## src/rtl/soc_uart_bridge_rw_if.sv

```systemverilog
// Bus bundle between the UART byte core, the bridge and the memory-bus slave.
// The master modport is the bridge's view; slave is the environment's view.
interface soc_uart_bridge_rw_if #(
  parameter int DATA_W = 32,
  parameter int ADDR_W = 32
);
  logic                  rx_valid;
  logic [7:0]            rx_data;
  logic                  rx_ready;
  logic                  rx_error;
  logic                  tx_valid;
  logic [7:0]            tx_data;
  logic                  tx_ready;
  logic                  mem_req;
  logic                  mem_write_en;
  logic [ADDR_W-1:0]     mem_addr;
  logic [DATA_W-1:0]     mem_write_data;
  logic [DATA_W/8-1:0]   mem_byte_en;
  logic [DATA_W-1:0]     mem_read_data;
  logic                  mem_valid;

  modport master (
    input  rx_valid, rx_data, rx_error, tx_ready, mem_read_data, mem_valid,
    output rx_ready, tx_valid, tx_data, mem_req, mem_write_en, mem_addr,
           mem_write_data, mem_byte_en
  );

  modport slave (
    output rx_valid, rx_data, rx_error, tx_ready, mem_read_data, mem_valid,
    input  rx_ready, tx_valid, tx_data, mem_req, mem_write_en, mem_addr,
           mem_write_data, mem_byte_en
  );
endinterface

```

## src/rtl/soc_uart_bridge_rw.sv

```systemverilog
// UART command bridge: parses opcode/address/count byte streams and performs
// memory write/read bursts with CRC-32 over the payload and rx/mem timeouts.
module soc_uart_bridge_rw #(
  parameter int DATA_W      = 32,
  parameter int ADDR_W      = 32,
  parameter int CNT_BYTES   = 2,
  parameter int RX_TIMEOUT  = 1000000,
  parameter int MEM_TIMEOUT = 256,
  parameter int READ_EN     = 1
) (
  input logic                 clk,
  input logic                 res_n,
  soc_uart_bridge_rw_if.master bus
);
  localparam int WB    = DATA_W / 8;
  localparam int AB    = ADDR_W / 8;
  localparam int CW    = 8 * CNT_BYTES;
  localparam int ALIGN = $clog2(WB);

  localparam logic [31:0]       CRC_POLY  = 32'hEDB8_8320;
  localparam logic [31:0]       CRC_INIT  = 32'hFFFF_FFFF;
  localparam logic [ADDR_W-1:0] ADDR_MASK = ~ADDR_W'((1 << ALIGN) - 1);
  localparam logic [7:0] OP_WR = 8'h57, OP_RD = 8'h52;
  localparam logic [7:0] ST_OK = 8'h59, ST_CRC = 8'h23, ST_UNK = 8'h3F;
  localparam logic [7:0] ST_TMO = 8'h54, ST_ERR = 8'hE0;

  typedef enum logic [3:0] {
    S_IDLE, S_HDR_ADDR, S_HDR_CNT, S_W_DATA, S_W_MEM, S_W_CRC,
    S_R_MEM, S_R_SEND, S_R_CRC, S_RESP, S_ERROR
  } state_t;

  state_t            state, state_nx;
  logic [3:0]        idx, idx_nx;
  logic [ADDR_W-1:0] addr, addr_nx, addr_sh;
  logic [DATA_W-1:0] wbuf, wbuf_nx, wbuf_sh, rbuf, rbuf_nx;
  logic [CW-1:0]     cnt, cnt_nx, cnt_sh;
  logic [31:0]       crc, crc_nx, crc_fin, crc_rx, crc_rx_nx, crc_rx_sh;
  logic [31:0]       rx_tcnt, rx_tcnt_nx, mem_tcnt, mem_tcnt_nx;
  logic [7:0]        status, status_nx, tx_byte;
  logic              is_wr, is_wr_nx;
  logic              rx_state, rx_cnt_state, mem_state;
  logic              rx_acc, tx_acc, tx_vld, rx_tmo, mem_tmo;

  function automatic logic [31:0] crc_step(input logic [31:0] c, input logic [7:0] b);
    logic [31:0] r;
    r = c ^ {24'h0, b};
    for (int i = 0; i < 8; i++) r = r[0] ? ((r >> 1) ^ CRC_POLY) : (r >> 1);
    return r;
  endfunction

  assign rx_state     = state inside {S_IDLE, S_HDR_ADDR, S_HDR_CNT, S_W_DATA, S_W_CRC};
  assign rx_cnt_state = rx_state && (state != S_IDLE);
  assign mem_state    = state inside {S_W_MEM, S_R_MEM};
  assign rx_acc       = bus.rx_valid && bus.rx_ready;
  assign tx_acc       = tx_vld && bus.tx_ready;
  assign rx_tmo       = (RX_TIMEOUT != 0) && rx_cnt_state && !rx_acc &&
                        (rx_tcnt == 32'(RX_TIMEOUT - 1));
  assign mem_tmo      = (MEM_TIMEOUT != 0) && mem_state && !bus.mem_valid &&
                        (mem_tcnt == 32'(MEM_TIMEOUT - 1));

  // Little-endian fields: each new byte enters at the top and the field shifts down.
  assign addr_sh   = (addr >> 8) | (ADDR_W'(bus.rx_data) << (ADDR_W - 8));
  assign cnt_sh    = (cnt >> 8) | (CW'(bus.rx_data) << (CW - 8));
  assign wbuf_sh   = (wbuf >> 8) | (DATA_W'(bus.rx_data) << (DATA_W - 8));
  assign crc_rx_sh = {bus.rx_data, crc_rx[31:8]};
  assign crc_fin   = ~crc;

  assign bus.rx_ready       = rx_state && !bus.rx_error;
  assign bus.tx_valid       = tx_vld;
  assign bus.tx_data        = tx_vld ? tx_byte : 8'h00;
  assign bus.mem_req        = mem_state;
  assign bus.mem_write_en   = (state == S_W_MEM);
  assign bus.mem_addr       = addr;
  assign bus.mem_write_data = wbuf;
  assign bus.mem_byte_en    = '1;

  always_comb begin
    tx_vld  = 1'b0;
    tx_byte = 8'h00;
    case (state)
      S_RESP:   begin tx_vld = 1'b1; tx_byte = status; end
      S_R_SEND: begin tx_vld = 1'b1; tx_byte = rbuf[7:0]; end
      S_R_CRC:  begin tx_vld = 1'b1; tx_byte = crc_fin[{idx[1:0], 3'b000} +: 8]; end
      S_ERROR:  begin tx_vld = (idx == 4'd0); tx_byte = ST_ERR; end
      default:  ;
    endcase
  end

  always_comb begin
    state_nx    = state;
    idx_nx      = idx;
    addr_nx     = addr;
    wbuf_nx     = wbuf;
    rbuf_nx     = rbuf;
    cnt_nx      = cnt;
    crc_nx      = crc;
    crc_rx_nx   = crc_rx;
    status_nx   = status;
    is_wr_nx    = is_wr;
    rx_tcnt_nx  = (rx_acc || state == S_IDLE) ? 32'd0 :
                  (rx_cnt_state ? rx_tcnt + 32'd1 : rx_tcnt);
    mem_tcnt_nx = mem_state ? mem_tcnt + 32'd1 : 32'd0;

    case (state)
      S_IDLE: if (rx_acc) begin
        idx_nx = 4'd0;
        crc_nx = CRC_INIT;
        if (bus.rx_data == OP_WR) begin
          is_wr_nx = 1'b1;
          state_nx = S_HDR_ADDR;
        end else if (bus.rx_data == OP_RD && READ_EN != 0) begin
          is_wr_nx = 1'b0;
          state_nx = S_HDR_ADDR;
        end else begin
          status_nx = ST_UNK;
          state_nx  = S_RESP;
        end
      end
      S_HDR_ADDR: if (rx_acc) begin
        if (idx == 4'(AB - 1)) begin
          addr_nx  = addr_sh & ADDR_MASK;
          idx_nx   = 4'd0;
          state_nx = S_HDR_CNT;
        end else begin
          addr_nx = addr_sh;
          idx_nx  = idx + 4'd1;
        end
      end
      S_HDR_CNT: if (rx_acc) begin
        cnt_nx = cnt_sh;
        if (idx == 4'(CNT_BYTES - 1)) begin
          idx_nx = 4'd0;
          if (cnt_sh == '0) state_nx = is_wr ? S_W_CRC : S_R_CRC;
          else              state_nx = is_wr ? S_W_DATA : S_R_MEM;
        end else begin
          idx_nx = idx + 4'd1;
        end
      end
      S_W_DATA: if (rx_acc) begin
        wbuf_nx = wbuf_sh;
        crc_nx  = crc_step(crc, bus.rx_data);
        if (idx == 4'(WB - 1)) begin
          idx_nx   = 4'd0;
          state_nx = S_W_MEM;
        end else begin
          idx_nx = idx + 4'd1;
        end
      end
      S_W_MEM: if (bus.mem_valid) begin
        addr_nx  = addr + ADDR_W'(WB);
        cnt_nx   = cnt - CW'(1);
        state_nx = (cnt == CW'(1)) ? S_W_CRC : S_W_DATA;
      end else if (mem_tmo) begin
        status_nx = ST_TMO;
        state_nx  = S_RESP;
      end
      S_W_CRC: if (rx_acc) begin
        crc_rx_nx = crc_rx_sh;
        if (idx == 4'd3) begin
          status_nx = (crc_rx_sh == crc_fin) ? ST_OK : ST_CRC;
          state_nx  = S_RESP;
        end else begin
          idx_nx = idx + 4'd1;
        end
      end
      S_R_MEM: if (bus.mem_valid) begin
        rbuf_nx  = bus.mem_read_data;
        idx_nx   = 4'd0;
        state_nx = S_R_SEND;
      end else if (mem_tmo) begin
        status_nx = ST_TMO;
        state_nx  = S_RESP;
      end
      S_R_SEND: if (tx_acc) begin
        rbuf_nx = rbuf >> 8;
        crc_nx  = crc_step(crc, rbuf[7:0]);
        if (idx == 4'(WB - 1)) begin
          idx_nx   = 4'd0;
          addr_nx  = addr + ADDR_W'(WB);
          cnt_nx   = cnt - CW'(1);
          state_nx = (cnt == CW'(1)) ? S_R_CRC : S_R_MEM;
        end else begin
          idx_nx = idx + 4'd1;
        end
      end
      S_R_CRC: if (tx_acc) begin
        if (idx == 4'd3) begin
          idx_nx   = 4'd0;
          state_nx = S_IDLE;
        end else begin
          idx_nx = idx + 4'd1;
        end
      end
      S_RESP: if (tx_acc) state_nx = S_IDLE;
      S_ERROR: begin
        // idx flags that the error byte has already gone out
        if (idx == 4'd0) begin
          if (tx_acc) idx_nx = 4'd1;
        end else if (!bus.rx_error) begin
          idx_nx   = 4'd0;
          state_nx = S_IDLE;
        end
      end
      default: state_nx = S_IDLE;
    endcase

    if (rx_tmo) begin
      status_nx = ST_TMO;
      idx_nx    = 4'd0;
      state_nx  = S_RESP;
    end
    if (bus.rx_error && state != S_ERROR) begin
      idx_nx   = 4'd0;
      state_nx = S_ERROR;
    end
  end

  always_ff @(posedge clk or negedge res_n) begin
    if (!res_n) begin
      state    <= S_IDLE;
      idx      <= 4'd0;
      addr     <= '0;
      wbuf     <= '0;
      crc      <= CRC_INIT;
      is_wr    <= 1'b0;
      rx_tcnt  <= 32'd0;
      mem_tcnt <= 32'd0;
    end else begin
      state    <= state_nx;
      idx      <= idx_nx;
      addr     <= addr_nx;
      wbuf     <= wbuf_nx;
      crc      <= crc_nx;
      is_wr    <= is_wr_nx;
      rx_tcnt  <= rx_tcnt_nx;
      mem_tcnt <= mem_tcnt_nx;
    end
  end

  always_ff @(posedge clk) begin
    cnt    <= cnt_nx;
    rbuf   <= rbuf_nx;
    crc_rx <= crc_rx_nx;
    status <= status_nx;
  end
endmodule

```

## src/flat_wrapper.sv

```systemverilog
// flat-port wrapper written by rule: the top's interface ports become plain ports
module soc_uart_bridge_rw_flat 
#(
  parameter int DATA_W      = 32,
  parameter int ADDR_W      = 32,
  parameter int CNT_BYTES   = 2,
  parameter int RX_TIMEOUT  = 1000000,
  parameter int MEM_TIMEOUT = 256,
  parameter int READ_EN     = 1
)
  (clk, res_n, bus_rx_valid, bus_rx_data, bus_rx_error, bus_tx_ready, bus_mem_read_data, bus_mem_valid, bus_rx_ready, bus_tx_valid, bus_tx_data, bus_mem_req, bus_mem_write_en, bus_mem_addr, bus_mem_write_data, bus_mem_byte_en);
  soc_uart_bridge_rw_if #(.DATA_W(DATA_W), .ADDR_W(ADDR_W)) bus_i ();
  input logic clk;
  input logic res_n;
  input wire logic [$bits(bus_i.rx_valid)-1:0] bus_rx_valid;
  input wire logic [$bits(bus_i.rx_data)-1:0] bus_rx_data;
  input wire logic [$bits(bus_i.rx_error)-1:0] bus_rx_error;
  input wire logic [$bits(bus_i.tx_ready)-1:0] bus_tx_ready;
  input wire logic [$bits(bus_i.mem_read_data)-1:0] bus_mem_read_data;
  input wire logic [$bits(bus_i.mem_valid)-1:0] bus_mem_valid;
  output wire logic [$bits(bus_i.rx_ready)-1:0] bus_rx_ready;
  output wire logic [$bits(bus_i.tx_valid)-1:0] bus_tx_valid;
  output wire logic [$bits(bus_i.tx_data)-1:0] bus_tx_data;
  output wire logic [$bits(bus_i.mem_req)-1:0] bus_mem_req;
  output wire logic [$bits(bus_i.mem_write_en)-1:0] bus_mem_write_en;
  output wire logic [$bits(bus_i.mem_addr)-1:0] bus_mem_addr;
  output wire logic [$bits(bus_i.mem_write_data)-1:0] bus_mem_write_data;
  output wire logic [$bits(bus_i.mem_byte_en)-1:0] bus_mem_byte_en;
  assign bus_i.rx_valid = bus_rx_valid;
  assign bus_i.rx_data = bus_rx_data;
  assign bus_i.rx_error = bus_rx_error;
  assign bus_i.tx_ready = bus_tx_ready;
  assign bus_i.mem_read_data = bus_mem_read_data;
  assign bus_i.mem_valid = bus_mem_valid;
  assign bus_rx_ready = bus_i.rx_ready;
  assign bus_tx_valid = bus_i.tx_valid;
  assign bus_tx_data = bus_i.tx_data;
  assign bus_mem_req = bus_i.mem_req;
  assign bus_mem_write_en = bus_i.mem_write_en;
  assign bus_mem_addr = bus_i.mem_addr;
  assign bus_mem_write_data = bus_i.mem_write_data;
  assign bus_mem_byte_en = bus_i.mem_byte_en;
  soc_uart_bridge_rw #(.DATA_W(DATA_W), .ADDR_W(ADDR_W), .CNT_BYTES(CNT_BYTES), .RX_TIMEOUT(RX_TIMEOUT), .MEM_TIMEOUT(MEM_TIMEOUT), .READ_EN(READ_EN)) u_core (.clk(clk), .res_n(res_n), .bus(bus_i));
endmodule
```

## config.mk

```make
export PLATFORM = sky130hd
export DESIGN_NAME = soc_uart_bridge_rw_flat
export DESIGN_NICKNAME = d
export VERILOG_FILES = /design/src/rtl/soc_uart_bridge_rw_if.sv /design/src/rtl/soc_uart_bridge_rw.sv /design/src/flat_wrapper.sv
export SDC_FILE = /design/constraint.sdc
export NUM_CORES = 1
export LEC_CHECK = 0
export CAP_MARGIN = 20
export CORE_MARGIN = 2
export CORE_UTILIZATION = 55
export CTS_CLUSTER_DIAMETER = 40
export DETAILED_ROUTE_END_ITERATION = 12
export PLACE_DENSITY = 0.81
export REMOVE_ABC_BUFFERS = 1
export SETUP_SLACK_MARGIN = 0.2
export SYNTH_ARGS = -nofsm -noshare
export SYNTH_HDL_FRONTEND = slang
export SYNTH_SLANG_ARGS = --single-unit
```

## constraint.sdc

```tcl
create_clock -name clk -period 5.75 [get_ports clk]
set_clock_uncertainty 0.05 [all_clocks]
set_input_delay 1.15 -clock clk [delete_from_list [all_inputs] [get_ports clk]]
set_output_delay 1.15 -clock clk [all_outputs]
set_load 0.005 [all_outputs]
```

# Yosys cells after proc, flatten, opt, wreduce, memory -nomap -nowiden

Cells that the tools add are included.

$add $sub $neg: 5
Eq/ne operators: 55
Shift-type cells: 1
Muxes and demuxes: 94
Bitwise operators: 22
Reductions and logical operators: 41

Operators with widths:

| kind                                                   | number |
|---|---|
| two-way mux 32 bit                                     | 28 |
| NOT 13 -> 14 bit                                       | 16 |
| case mux 32 bit (3 select lines)                       | 2 |
| two-way mux 4 bit                                      | 39 |
| adder 32 x 1 -> 32 bit (second input constant)         | 2 |
| two-way mux 16 bit                                     | 4 |
| two-way mux 8 bit                                      | 8 |
| bitwise OR 24 x 32 -> 32 bit                           | 2 |
| case mux 32 bit (2 select lines)                       | 1 |
| XOR 32 x 8 -> 32 bit                                   | 2 |
| case mux 16 bit (3 select lines)                       | 1 |
| case mux 4 bit (11 select lines)                       | 1 |
| adder 32 x 3 -> 32 bit (second input constant)         | 1 |
| == test 32 x 20 -> 1 bit (second input constant)       | 1 |
| == test 32 bit                                         | 1 |
| == test 32 x 8 -> 1 bit (second input constant)        | 1 |
| NOT 32 bit                                             | 1 |
| case mux 8 bit (4 select lines)                        | 1 |
| variable part select 32 x 6 -> 8 bit                   | 1 |
| inequality test 4 x 1 -> 1 bit (second input constant) | 7 |
| inequality test 4 x 3 -> 1 bit (second input constant) | 7 |
| case mux 4 bit (7 select lines)                        | 1 |
| inequality test 4 x 2 -> 1 bit (second input constant) | 6 |
| case mux 8 bit (3 select lines)                        | 1 |
| 38 further kinds                                       | 83 |

Register bits: 257
Input bits: 46
Output and inout bits: 80
Logic and storage cells: 230

# Logic depth before layout (Yosys ltp)

Gate-level depths: netlist of the first run.

Depth in word-level cells: 19
Depth in mapped cells: 11
Mapped depth without buffers: 10

# Worst setup path after synthesis of the first run

Ideal clock, no wire load.

Path kind: input -> register
Start: input port bus_tx_ready
End: register u_core.cnt[0] (enable)
Library setup time: 478 ps
Arrival: 4608 ps
Required time: 5222 ps
Path slack: 614 ps
Stages on the path: 4
Buffers on the path: 1
Cells stage by stage: clkbuf_1 > nor4bb_1 > o32ai_2 > a2111oi_0

Word-level cells in the longest chain between the ends: 3

Ends and longest elaborated chain:

| what                                     | RTL line                  | source |
|---|---|---|
| start, declared                          | flat_wrapper.sv:18        | `input wire logic [$bits(bus_i.tx_ready)-1:0] bus_tx_ready;` |
| logical AND 1 bit                        | soc_uart_bridge_rw.sv:55  | `assign tx_acc = tx_vld && bus.tx_ready;` |
| inequality test 2 x 1 -> 1 bit (no line) | -                         |  |
| AND reduction 5 bit (no line)            | -                         |  |
| end signal, assigned                     | soc_uart_bridge_rw.sv:241 | `cnt <= cnt_nx;` |
| end, declared                            | soc_uart_bridge_rw.sv:36  | `logic [CW-1:0] cnt, cnt_nx, cnt_sh;` |

No other way between the ends.
A chain may end at the register's enable or synchronous reset.

# Worst setup path after layout of the first run

Start: register u_core.state[1]
End: output port bus_tx_data[5]

Word-level cells in the longest chain between the ends: 4
Elaborated cells on any way between the ends: 8
Classes of those cells: eq/ne (4); mux (3); reduce/logical (1)

Ends and longest elaborated chain:

| what                                                    | RTL line                  | source |
|---|---|---|
| start, declared                                         | soc_uart_bridge_rw.sv:32  | `state_t state, state_nx;` |
| start signal, assigned                                  | soc_uart_bridge_rw.sv:229 | `state <= state_nx;` |
| == test 4 x 3 -> 1 bit or == test 4 bit (tied branches) | soc_uart_bridge_rw.sv:80  | `case (state)` |
| OR reduction 3 bit (no line)                            | -                         |  |
| case mux 1 bit (2 select lines)                         | soc_uart_bridge_rw.sv:80  |  |
| two-way mux 8 bit (*)                                   | soc_uart_bridge_rw.sv:70  | `assign bus.tx_data = tx_vld ? tx_byte : 8'h00;` |
| end, declared                                           | flat_wrapper.sv:23        | `output wire logic [$bits(bus_i.tx_data)-1:0] bus_tx_data;` |

Every way passes the cells marked *; elsewhere a longest branch is shown, timed or not.

==> out/results.txt, run 1 <==
Sequential fraction of the synthesis area -> 46.10%
Power per cell area -> 515.6 nW/um^2
Setup TNS -> 0 ps
Antenna viol nets, final -> 0
Nature of the critical path endpoint -> primary output
HPWL reported at the end of detailed placement -> 26360 um
Vias per cell -> 6.204
Final instance area -> 17070 um^2
Max-cap violation count -> 0
Synth Flop Type -> dfrtp_1
Status -> finished, final reports clean
CTS buffer count -> 39
Slowest cell on crit path -> dfrtp_1
R2R Setup Slk -> 2290 ps
Critical Path RT -> 4550 ps
Leakage -> 0.006536 uW
Synth Area in XOR/XNOR -> 14.83%
Die width -> 164.8 um
Iteration-0 DRC Markers -> 1320
Layout Nets -> 1601
Multiplexer share of the synthesized area -> 4.754%
Clock Sinks -> 247
Worst-skew pair later-pin latency -> 520 ps
RR Endpoint -> u_core.bus.mem_addr[22]$_DFFE_PN0P_
Rel. slew slack -> 26.42%
Yosys warnings -> 0
Reg clk slew, reported paths -> 60 ps
Post-synth EDFFs -> 72
Largest net degree at the start of global routing -> 96
Placed instance area -> 15720 um^2
Core area -> 25250 um^2
Fin crit share -> 80.94%
Synth Area in Compound Gates -> 12.33%
Layout cell share with drive strength beyond 1 -> 11.94%
Input/output buffers -> 121
Post-Syn Area -> 14210 um^2
Detailed Routing Iterations Pass 1 -> 7
Non-Filler Instances -> 1904
Initial Util -> 56.28%
Count leader, synth -> nand2_1
Area share of and/or/nand/nor cells after synthesis -> 18.24%
Initial antenna violation count -> 0
Worst Path Arrival -> 3450 ps
Peak supply drop -> 0.0003314 V
CP top delay family -> simple AND/OR/NAND/NOR gates
Avg Cell Area, Syn -> 9.870 um^2
Crit path largest cell delay -> 800 ps
RSZ-0062 raised after global routing -> false
First-pass GRT wire length -> 61840 um
CP max FO -> 25
GPL Wtd Cong -> 0.9495
FF-to-FF path depth -> 9
Root buffer selected by CTS -> clkbuf_16
Reg-to-Reg Start -> u_core.idx[0]$_DFFE_PN0P_
Die Y-Extent -> 164.8 um
Maximum clock path buffer count -> 3
Unique masters post-synth -> 77
DRC violations left -> 0
Buf/Inv on CP -> 1
Top post-synthesis cells by area -> dfrtp_1 24%, edfxtp_1 15%, xnor2_1 9.2%
Full die area -> 27140 um^2
Top-area cell type share of the netlist area -> 24.12%
CP Launch Type -> flip-flop
Leading cell types by count after synthesis -> 158 x nand2_1, 150 x xnor2_1, 137 x dfrtp_1
Hold_sp -> u_core.crc_rx[30]$_DFFE_PP_
Placed cells -> 1832
Detailed-route wire length per cell -> 20.45 um
Area delta synth->final -> 20.07%
I/O pin count -> 126
Final setup fails -> 0
Hold endpoint -> u_core.crc_rx[22]$_DFFE_PP_
H-tree levels -> 2
Largest family of logic cells by synthesized area -> simple AND/OR/NAND/NOR gates
Grt total ovfl -> 0
Slew Viols, Final -> 0
Final Hold Fails -> 0
Vias -> 11810
Hold-fix buffers, CTS -> 0
Vias in the first global route -> 11290
Tot Pwr -> 8799 uW
Worst Setup Path Type -> reg -> out
Worst-margin pin slew -> 1101 ps
Post-synthesis register bit count -> 247
Post-synthesis adder-cell area fraction -> 0.7923%
Final Critical Period -> 4654 ps
F_max -> 0.2149 GHz
CTS tree -> built
Routed wire length -> 38940 um
Rows -> 58
Hold crit path type -> reg -> reg
Hold Path Cell Cnt -> 0
Post-Synthesis Cells -> 1440
Synth area leader -> dfrtp_1
Post-synth ARST share -> 68.42%
Tot GR Track Use -> 29.04%
# diodes -> 0
Post-CTS setup buffer count -> 0
CP cell instances -> nand2_1 -> nor2_4 -> a21oi_1 -> a31oi_1 -> clkdlybuf4s50_1
Post_cts resized -> 0
flip-flops by register name, indices dropped and copies added, names as in the netlist:
register / flops
u_core.cnt: 16
u_core.bus.mem_addr: 32
u_core.bus.mem_write_data: 32
u_core.rx_tcnt: 32
u_core.crc_rx: 24
u_core.crc: 32
u_core.state: 4
u_core.mem_tcnt: 32
u_core.idx: 4
u_core.is_wr: 1
u_core.rbuf: 32
u_core.status: 6
per-layer routing:
metal  GRT usage, %  share of wire (%)  vias to the layer above
met3          5.475                8.2                      107
met5              0                  0                        -
li1               -                  -                     5412
met4          11.23                3.8                        0
met1          40.38                 42                     5756
met2          45.30                 46                      537
how the worst max path moves through the flow:
| stage | startpoint | end | slack [ps] | cells after the start |
|---|---|---|---|---|
| 2_1_floorplan | u_core.state[2]$_DFFE_PN0P_ | u_core.cnt[0]$_DFFE_PP_ | 380 | 3 |
| 3_3_place_gp | bus_rx_valid | u_core.rx_tcnt[3]$_DFFE_PN0P_ | 1670 | 5 |
| 3_5_place_dp | bus_rx_data[1] | u_core.crc[19]$_DFFE_PN1P_ | 1620 | 7 |
| 4_1_cts | u_core.state[3]$_DFFE_PN0P_ | bus_tx_data[7] | 1190 | 7 |
| 5_1_grt | u_core.state[1]$_DFFE_PN0P_ | bus_tx_data[7] | 960 | 5 |
| 6_report | u_core.state[1]$_DFFE_PN0P_ | bus_tx_data[5] | 1100 | 5 |
cells in the final DEF, fill, tap and decap left out, types with 14 or more instances in the layout:
| master | count |
|---|---|
| nand2_1 | 158 |
| xnor2_1 | 150 |
| dfrtp_1 | 137 |
| nor2_1 | 130 |
| clkdlybuf4s50_1 | 120 |
| edfxtp_1 | 72 |
| a21oi_1 | 68 |
| xor2_1 | 64 |
| o21ai_0 | 61 |
| nand3_1 | 53 |
| clkbuf_16 | 42 |
| nor4_1 | 34 |
| mux2_2 | 33 |
| dfstp_2 | 32 |
| nand4_1 | 29 |
| buf_4 | 24 |
| o22ai_1 | 22 |
| inv_1 | 21 |
| nor3_1 | 21 |
| or3_1 | 19 |
| and4_1 | 14 |
| and2_1 | 14 |
| o221ai_1 | 14 |
where the power goes:
part	switching (uW)	internal (uW)
combinational	1970	1800
sequential	497	2170
clock	863	1500
cell type report:
type | instances | area (um^2)
clock buffers | 49 | 1087
fillers | 1950 | 8189
repair buffers | 147 | 1413
multi-input cells | 1090 | 7293
flip-flops and latches | 247 | 6551
well taps | 330 | 412.9
clock inverters | 20 | 229.0
inverters | 21 | 78.83
per-stage QoR:
step | hold WS, ps | worst slack [ps] | util, %
final | 413.0 | 1096 | 67.57
after detailed placement | 410.4 | 1619 | 62.25
after global routing | 424.1 | 957.1 | 67.57
after CTS | 416.9 | 1186 | 67.46
after global placement | 409.1 | 1670 | 62.25
after floorplan | 387.6 | 379.8 | -
kinds of logic (layout without fill, tap and decap cells):
logic type,Yosys count,count (layout)
AOI/OAI and AO/OA,269,269
xor gates and xnor gates,224,224
adders and majority gates,9,9
buffers and inverters,106,237
DFF,247,247
muxes,53,53
other,1,4
and+or+nand+nor,531,531
(Power assumes the default switching activity.)
==> run 2: changes to the inputs <==
clock period = 4.65 ns   (was 5.75 ns; I/O delays follow)
==> run 2 against run 1 <==
  * Global-route usage grew 0.80 points
  * Via count rose by 2.0%
  * Sequential power grew 23%
  * Routed wire length increased by 2.6%
  * Sequential share of layout area shrank 0.27 points
  * Sequential cell count unchanged
  * Register-to-register slack worse by 1100 ps
  * Setup slack worse by 630 ps
  * Highest routed layer unchanged
  * Clock-buffer cell count down 1
  * Utilization grew 0.47 points
==> out/results.txt, run 2 (synthesis gave the netlist of run 1 again) <==
Status -> finished, final reports clean
Rel. slew slack -> 27.93% (+1.5 points)
Grt total ovfl -> 0 (unchanged)
FILL cells -> 1916 (-1.7%)
HPWL reported at the end of detailed placement -> 27070 um (+2.7%)
Slew Viols, Final -> 0 (unchanged)
Root buffer selected by CTS -> clkbuf_16
Rows -> 58 (unchanged)
CP max FO -> 16 (-36%)
Iteration-0 DRC Markers -> 1567 (+19%)
Tot GR Track Use -> 29.84% (+0.80 points)
GPL Wtd Cong -> 0.9544 (+0.52%)
Vias in the first global route -> 11720 (+3.8%)
Detailed Routing Iterations Pass 1 -> 6 (-1)
RR Endpoint -> u_core.state[0]$_DFFE_PN0P_
Leakage -> 0.006610 uW (+1.1%)
End of the critical path -> bus_tx_data[6]
Core area -> 25250 um^2 (unchanged)
I/O pin count -> 126 (unchanged)
Die width -> 164.8 um (unchanged)
Critical Path RT -> 3670 ps (-880 ps)
H-tree levels -> 2 (unchanged)
Layout cell share with drive strength beyond 1 -> 12.85% (+0.90 points)
Post_cts resized -> 0 (unchanged)
Most frequent cells in the layout -> 158 x nand2_1, 150 x xnor2_1, 137 x dfrtp_1
Placed instance area -> 15820 um^2 (+0.62%)
First-pass GRT wire length -> 63860 um (+3.3%)
Final setup fails -> 0 (unchanged)
Fin Hold WS -> 321.9 ps (-91.09 ps)
DRC violations left -> 0 (unchanged)
Worst Path Arrival -> 3210 ps (-240 ps)
Crit path launch -> u_core.state[0]$_DFFE_PN0P_
Maximum clock path buffer count -> 3 (unchanged)
Worst Setup Path Type -> reg -> out
Vias -> 12050 (+2.0%)
Routed wire length -> 39940 um (+2.6%)
Reg clk slew, reported paths -> 60 ps (about the same)
Hold-fix buffers, CTS -> 0 (unchanged)
Clock Sinks -> 247 (unchanged)
Input/output buffers -> 121 (unchanged)
CP Launch Type -> flip-flop
Power per cell area -> 633.5 nW/um^2 (+23%)
Post-CTS setup buffer count -> 0 (unchanged)
CTS buffer count -> 38 (-2.6%)
Detailed-route wire length per cell -> 20.82 um (+1.8%)
Max-cap violation count -> 0 (unchanged)
Vias per cell -> 6.285 (+1.3%)
Initial antenna violation count -> 0 (unchanged)
FF-to-FF path depth -> 6 (-3)
F_max -> 0.2389 GHz
Placed cells -> 1845 (+0.71%)
Peak supply drop -> 0.0005492 V (+66%)
# diodes -> 0 (unchanged)
Final instance area -> 17180 um^2 (+0.70%)
Full die area -> 27140 um^2 (unchanged)
Reg-to-Reg Start -> u_core.idx[0]$_DFFE_PN0P_
Worst-skew pair later-pin latency -> 530 ps (about the same)
Hold crit path type -> in -> async
CTS tree -> built
Layout Nets -> 1613 (+0.75%)
Final Critical Period -> 4185 ps
Area delta synth->final -> 20.91%
Worst-margin pin slew -> 1078 ps (-22.59 ps)
Non-Filler Instances -> 1918 (+0.74%)
Initial Util -> 56.28% (unchanged)
Commonest non-fill, non-tap cell in the layout -> nand2_1
Largest net degree at the start of global routing -> 121 (+26%)
Nature of the critical path endpoint -> primary output
Final Hold Fails -> 0 (unchanged)
R2R Setup Slk -> 1180 ps (-1110 ps)
Fin crit share -> 90.01%
Die Y-Extent -> 164.8 um (unchanged)
Antenna viol nets, final -> 0 (unchanged)
RSZ-0062 raised after global routing -> false
## run 2: worst max-delay path, stage by stage (launching register included)
cell and delay, ps:
dfrtp_1 730, nand2_1 390, nor2_4 440, a21oi_1 200, a21oi_1 340, clkdlybuf4s50_1 570
## run 2: final cells by class
cell class / count / area (um^2) / area share [%]
Sequential cell: 247 / 6551 / 38.12
Clock inverter: 22 / 265.3 / 1.544
Tap cell: 330 / 412.9 / 2.403
Inverter: 21 / 78.83 / 0.4587
Clock buffer: 48 / 1060 / 6.167
Timing Repair Buffer: 160 / 1523 / 8.861
Multi-Input combinational cell: 1090 / 7293 / 42.44
## run 2: per-stage QoR
stage	worst slack [ps]	power [uW]	utilization (%)	TNS (ps)
floorplan	-720.2	6498	-	-11520
global placement	903.9	7763	62.64	0
detailed placement	742.6	7855	62.64	0
CTS	550.1	10820	67.89	0
global route	384.3	11410	68.04	0
finish	464.6	10890	68.04	0
## run 2: how the worst min path moves through the flow
stage / to / slack [ps] / depth (start not counted)
after floorplan: u_core.status[0]$_SDFFE_PP0P_ / 390 / 2
after global placement: u_core.crc_rx[21]$_DFFE_PP_ / 400 / 0
after detailed placement: u_core.crc_rx[14]$_DFFE_PP_ / 410 / 0
after CTS: u_core.crc_rx[14]$_DFFE_PP_ / 420 / 0
after global routing: u_core.bus.mem_write_data[8]$_DFFE_PN0P_ / 370 / 1
final: u_core.bus.mem_write_data[8]$_DFFE_PN0P_ / 320 / 1
## run 2: per-layer routing
metal	GRT usage [%]	up-vias	part of all wire (%)
met5	0	-	0
met3	5.701	118	8.6
li1	-	5432	-
met1	41.38	5870	41
met2	46.98	634	46
met4	10.83	0	3.7
## run 2: where the power goes
group / leakage [uW] / internal, uW / switching, uW
registers: 0.00291 / 2680 / 582
clock network: 0.000652 / 1820 / 1090
logic: 0.00304 / 2250 / 2470
